$ cat src/rtl/serial_operand_alu.sv
// serial_operand_alu: collects 2*WIDTH/8 bytes from a UART receive strobe,
// bit-serialises each byte MSB first into a 2*WIDTH-bit window, applies the
// ALU op latched with the first byte and offers the result over valid/ready.
// Optional build macro: SERIAL_ALU_SATURATE_EN (saturating ADD/SUB results).
module serial_operand_alu #(
    parameter int WIDTH = 8
) (
    input  logic             CLK,
    input  logic             RESET,
    input  logic [7:0]       RX_BYTE,
    input  logic             RX_VALID,
    input  logic [1:0]       MODE,
    output logic [WIDTH-1:0] RESULT,
    output logic             RESULT_VALID,
    input  logic             RESULT_READY,
    output logic             CARRY,
    output logic             BUSY,
    output logic             OVERRUN,
    output logic [1:0]       DBG
);

    localparam int NBYTES = WIDTH / 8;
    localparam int NOPB   = 2 * NBYTES;
    localparam int CW     = $clog2(NOPB + 1);
    localparam logic [CW-1:0] LAST_BYTE = CW'(NOPB - 1);

    typedef enum logic [1:0] {
        S_WAIT    = 2'd0,
        S_SHIFT   = 2'd1,
        S_COMPUTE = 2'd2,
        S_HOLD    = 2'd3
    } state_t;

    typedef enum logic [1:0] {
        OP_ADD = 2'd0,
        OP_SUB = 2'd1,
        OP_XOR = 2'd2,
        OP_AND = 2'd3
    } op_t;

    state_t               r_state;
    state_t               w_next;
    logic [2*WIDTH-1:0]   r_window;
    logic [7:0]           r_piso;
    logic [2:0]           r_bit_cnt;
    logic [CW-1:0]        r_byte_cnt;
    op_t                  r_mode;
    logic [WIDTH-1:0]     r_result;
    logic                 r_carry;
    logic                 r_overrun;

    logic [WIDTH-1:0]     w_a;
    logic [WIDTH-1:0]     w_b;
    logic [WIDTH:0]       w_sum;
    logic [WIDTH:0]       w_diff;
    logic [WIDTH-1:0]     w_alu_res;
    logic                 w_alu_carry;
    logic                 w_drop;

    assign w_a    = r_window[2*WIDTH-1:WIDTH];
    assign w_b    = r_window[WIDTH-1:0];
    assign w_sum  = {1'b0, w_a} + {1'b0, w_b};
    assign w_diff = {1'b0, w_a} - {1'b0, w_b};
    assign w_drop = RX_VALID && (r_state != S_WAIT);

    assign RESULT       = r_result;
    assign CARRY        = r_carry;
    assign OVERRUN      = r_overrun;
    assign RESULT_VALID = (r_state == S_HOLD);
    assign BUSY         = (r_state != S_WAIT);
    assign DBG          = r_window[1:0];

    // State register
    always_ff @(posedge CLK) begin
        if (RESET) begin
            r_state <= S_WAIT;
        end else begin
            r_state <= w_next;
        end
    end

    // Next-state logic
    always_comb begin
        w_next = r_state;
        case (r_state)
            S_WAIT: begin
                if (RX_VALID) begin
                    w_next = S_SHIFT;
                end
            end
            S_SHIFT: begin
                if (r_bit_cnt == 3'd7) begin
                    w_next = (r_byte_cnt == LAST_BYTE) ? S_COMPUTE : S_WAIT;
                end
            end
            S_COMPUTE: begin
                w_next = S_HOLD;
            end
            S_HOLD: begin
                if (RESULT_READY) begin
                    w_next = S_WAIT;
                end
            end
            default: begin
                w_next = S_WAIT;
            end
        endcase
    end

    // ALU on the two window halves; raw carry/borrow always reported
    always_comb begin
        w_alu_res   = '0;
        w_alu_carry = 1'b0;
        case (r_mode)
            OP_ADD: begin
                w_alu_carry = w_sum[WIDTH];
`ifdef SERIAL_ALU_SATURATE_EN
                w_alu_res   = w_sum[WIDTH] ? '1 : w_sum[WIDTH-1:0];
`else
                w_alu_res   = w_sum[WIDTH-1:0];
`endif
            end
            OP_SUB: begin
                w_alu_carry = w_diff[WIDTH];
`ifdef SERIAL_ALU_SATURATE_EN
                w_alu_res   = w_diff[WIDTH] ? '0 : w_diff[WIDTH-1:0];
`else
                w_alu_res   = w_diff[WIDTH-1:0];
`endif
            end
            OP_XOR: begin
                w_alu_res = w_a ^ w_b;
            end
            OP_AND: begin
                w_alu_res = w_a & w_b;
            end
            default: begin
                w_alu_res = '0;
            end
        endcase
    end

    // Datapath: byte capture, serial shift, result register, overrun flag
    always_ff @(posedge CLK) begin
        if (RESET) begin
            r_window   <= '0;
            r_piso     <= '0;
            r_bit_cnt  <= '0;
            r_byte_cnt <= '0;
            r_mode     <= OP_ADD;
            r_result   <= '0;
            r_carry    <= 1'b0;
            r_overrun  <= 1'b0;
        end else begin
            if (w_drop) begin
                r_overrun <= 1'b1;
            end
            case (r_state)
                S_WAIT: begin
                    if (RX_VALID) begin
                        r_piso    <= RX_BYTE;
                        r_bit_cnt <= '0;
                        if (r_byte_cnt == '0) begin
                            r_mode <= op_t'(MODE);
                        end
                    end
                end
                S_SHIFT: begin
                    r_window  <= {r_window[2*WIDTH-2:0], r_piso[7]};
                    r_piso    <= {r_piso[6:0], 1'b0};
                    r_bit_cnt <= r_bit_cnt + 3'd1;
                    if (r_bit_cnt == 3'd7) begin
                        r_byte_cnt <= r_byte_cnt + CW'(1);
                    end
                end
                S_COMPUTE: begin
                    r_result   <= w_alu_res;
                    r_carry    <= w_alu_carry;
                    r_byte_cnt <= '0;
                end
                default: begin
                end
            endcase
        end
    end

endmodule
$ cat config.mk
export PLATFORM = sky130hd
export DESIGN_NAME = serial_operand_alu
export DESIGN_NICKNAME = d
export VERILOG_FILES = /design/src/rtl/serial_operand_alu.sv
export SDC_FILE = /design/constraint.sdc
export NUM_CORES = 1
export LEC_CHECK = 0
export ABC_CLOCK_PERIOD_IN_PS = 4400
export BUFFER_PORTS_ARGS = -buffer_cell sky130_fd_sc_hd__buf_2
export CAP_MARGIN = 20
export CORE_UTILIZATION = 52
export DETAILED_ROUTE_END_ITERATION = 10
export GPL_TIMING_DRIVEN = 0
export PLACE_DENSITY = 0.8
export SLEW_MARGIN = 20
export SYNTH_ARGS = -nofsm -noshare
export SYNTH_HDL_FRONTEND = slang
export SYNTH_SLANG_ARGS = --single-unit
$ cat constraint.sdc
create_clock -name CLK -period 4.4 [get_ports CLK]
set_input_delay 0.88 -clock CLK [delete_from_list [all_inputs] [get_ports CLK]]
set_output_delay 0.88 -clock CLK [all_outputs]
set_load 0.05 [all_outputs]
==> impl_results.md <==
- Die extent in x: between 70 and 80 um
- Final GP Congestion: 0.9300
- Crit Path Max Fanout: 6
- Status: finished, final reports clean
- Most common cell after layout, fill and taps aside: nand2_1
- GRT overflow: 0
- FMAX: 409.4 MHz
- CP max-delay cell: dfxtp_1
- Final hold violations: 0
- Worst setup EP type: flop
- Worst setup path category: flop to flop
- WL/cell: 13.87 um
- Final wirelength: 6366 um
- Power Density: 283.8 mW/mm^2
- Sink Count: between 40 and 50
- Cts bufs inserted: 5
- Crit-path cells: inv_1, ha_1, nand2b_1, a221oi_1, mux2i_1, nor2_1, o41ai_1
- Ant. Diodes: 0
- P&R area growth vs syn: 12.99%
- Initial antenna violation count: 0
- Netlist Area Pre-Place: 0.002755 mm^2
- Leak: between 1 and 1.5 nW
- Register area share after synthesis: between 30% and 40%
- R2R setup slack: 1.96 ns
- Synthesis Warnings: 0
- Initial Util: 53.94%
- Cell variety after synth: 51
- Detailed Place HPWL: 4623 um
- Die Height: 74.79 um
- Die area: 0.005594 mm^2
- Reg2reg path depth: 7
- Synthesized net count: 391
- R2R Path Start: r_window[1]$_SDFFE_PP0P_
- DRC violations left: 0
- Pre-CTS WS: between 2 and 2.5 ns
- Max_slew headroom: 60.67%
- Crit Reg-Reg Endpoint: RESULT[5]$_SDFFE_PP0P_
- Initial DRC Count: between 200 and 300
- Final setup fails: 0
- Share of cells above drive strength 1: 14.91%
- Fin crit share: a little under three fifths
- Root buffer cell: clkbuf_8
- RSZ-0062 raised after global routing: no
- Hold-fix buffers, CTS: 0
- I/O pin cnt: 28
- TritonRoute pass-1 iters: 4
- Vias in the first global route: 2314
- Worst Hold Class: flop to flop
- Bufs on Longest Clock Path: 2
- H-tree levels: 2
- Worst Tran Pin Value: a little under 0.6 ns
- Setup TNS: 0 ns
- VDD IR max: 233.4 uV
- Synth Flop Type: dfxtp_1
- CTS resizes: 0
- Fin Clk Skew: ~0.009 ns
- Commonest non-fill, non-tap cells in the layout: 67 x nand2_1, 45 x nor2_1, 43 x dfxtp_1
- Fin. max-slew vios: 0
- Cell count after synthesis: between 300 and 400
- Mapped Avg Cell Area: 7.761 um^2
- Largest stage delay on the critical path: 0.50 ns
- First-pass GRT wire length: 10610 um
- Async SR Flop Fraction: 0%
- Final nets: 424
- DRT antenna net count: 0
- CP Data Required Time: 4.60 ns
- Postcts setup bufs: 0
- Vias/cell: 5.664
- CP startpoint: r_window[1]$_SDFFE_PP0P_
- Pin count of the biggest net entering global routing: 16
- Core footprint: 0.005107 mm^2
- CTS clk-pin slew, worst paths: about 0.09 ns
- Number of synthesized flops with an enable pin: 0
- Clk_lat worst skew: 0.30 ns
- Max-Cap Viols: 0
- Worst setup margin: 1.957 ns
- Arr. time, crit path: 2.64 ns
- Port bufs: 26
- CP endpoint: RESULT[5]$_SDFFE_PP0P_
- Via count: 2600
- CTS tree: built
- CP startpoint kind: flop
- Final min period: 2.443 ns
- Synthesized flop and latch total: 43
- Gr usage total: roughly a quarter
- Rows: 26
==> power breakdown <==
| group | switching (mW) | internal, mW | leakage, nW | total [mW] |
|---|---|---|---|---|
| Clock | 0.152 | 0.231 | 0.0703 | 0.382 |
| Sequential | 0.00633 | 0.399 | 0.349 | 0.406 |
| Combinational | 0.0617 | 0.0340 | 0.854 | 0.0957 |
==> metrics by stage <==
stage	cells	util, %	power [mW]	hold slack, ns	area, um^2
after detailed placement	451	58.21	0.5084	0.4453	2973
after floorplan	355	-	0.4827	0.4323	2755
final	459	60.95	0.8834	0.4585	3113
after global placement	451	58.21	0.5063	0.4360	2973
after CTS	459	60.95	0.8894	0.4593	3113
after global routing	459	60.95	0.9167	0.4781	3113
==> worst min path at each step <==
stage	endpoint	cells past startpoint	startpoint	slack, ns
3_3_place_gp	RESULT[3]$_SDFFE_PP0P_	2	RESULT[3]$_SDFFE_PP0P_	0.44
3_5_place_dp	r_window[0]$_SDFFE_PP0P_	2	r_piso[7]$_SDFFE_PP0P_	0.45
5_1_grt	r_window[0]$_SDFFE_PP0P_	2	r_piso[7]$_SDFFE_PP0P_	0.48
2_1_floorplan	r_window[0]$_SDFFE_PP0P_	2	r_piso[7]$_SDFFE_PP0P_	0.43
6_report	r_window[0]$_SDFFE_PP0P_	2	r_piso[7]$_SDFFE_PP0P_	0.46
4_1_cts	r_window[0]$_SDFFE_PP0P_	2	r_piso[7]$_SDFFE_PP0P_	0.46
==> critical path: cells and delay by family (launching register included) <==
| family | cells | cell delay, ns |
|---|---|---|
| AO/OA/AOI/OAI | 2 | 0.84 |
| flip-flops | 1 | 0.50 |
| adder cells (fa/ha/maj) | 1 | 0.36 |
| AND/OR/NAND/NOR | 2 | 0.25 |
| multiplexers | 1 | 0.25 |
| buffers and inverters | 1 | 0.14 |
==> synthesized netlist by cell type (4+ instances only) <==
cell,count,area (um^2)
o21ai_0,12,60.06
a311oi_1,10,87.58
mux2i_1,6,60.06
nor2_1,45,168.9
nand2b_1,5,31.28
buf_2,7,35.03
clkbuf_1,10,37.54
ha_1,20,250.2
a21oi_1,32,160.2
nand2_1,67,251.5
or3_1,4,25.02
a211oi_1,6,45.04
inv_1,22,82.58
dfxtp_1,43,860.8
==> final cells by class <==
cell class | count | area, um^2
fill | 476 | 1994
multi-input combinational | 265 | 1655
sequential | 43 | 860.8
buffer | 25 | 156.4
timing repair buffer | 26 | 130.1
tap | 70 | 87.58
inverter | 22 | 82.58
clock inverter | 3 | 71.32
clock buffer | 5 | 68.82
==> kinds of logic (layout without fill, tap and decap cells) <==
group | count (synthesis) | in the layout | share of synthesized area [%]
AND/OR/NAND/NOR | 144 | 144 | 23.25
adder cells (fa/ha/maj) | 22 | 22 | 10.54
AO/OA/AOI/OAI | 89 | 89 | 21.75
multiplexers | 9 | 9 | 4.223
XOR/XNOR | 1 | 1 | 0.3180
buffers and inverters | 47 | 81 | 8.674
flip-flops | 43 | 43 | 31.24
==> flip-flops by register name (all words and copies together), names as in the netlist, 2 cells and up, named ones only <==
name        cells
r_piso          8
r_byte_cnt      2
RESULT          8
r_mode          2
r_window       16
r_bit_cnt       3
==> layer usage <==
| layer | vias to the layer above | part of all wire (%) | track usage (%) |
|---|---|---|---|
| met5 | - | 0 | 0 |
| met4 | 0 | 2.1 | 11.11 |
| met3 | 17 | 6.4 | 4.284 |
| met2 | 110 | 47 | 41.14 |
| met1 | 1172 | 44 | 32.23 |
| li1 | 1301 | - | - |
Note: power is estimated with default switching activity, not from simulation.
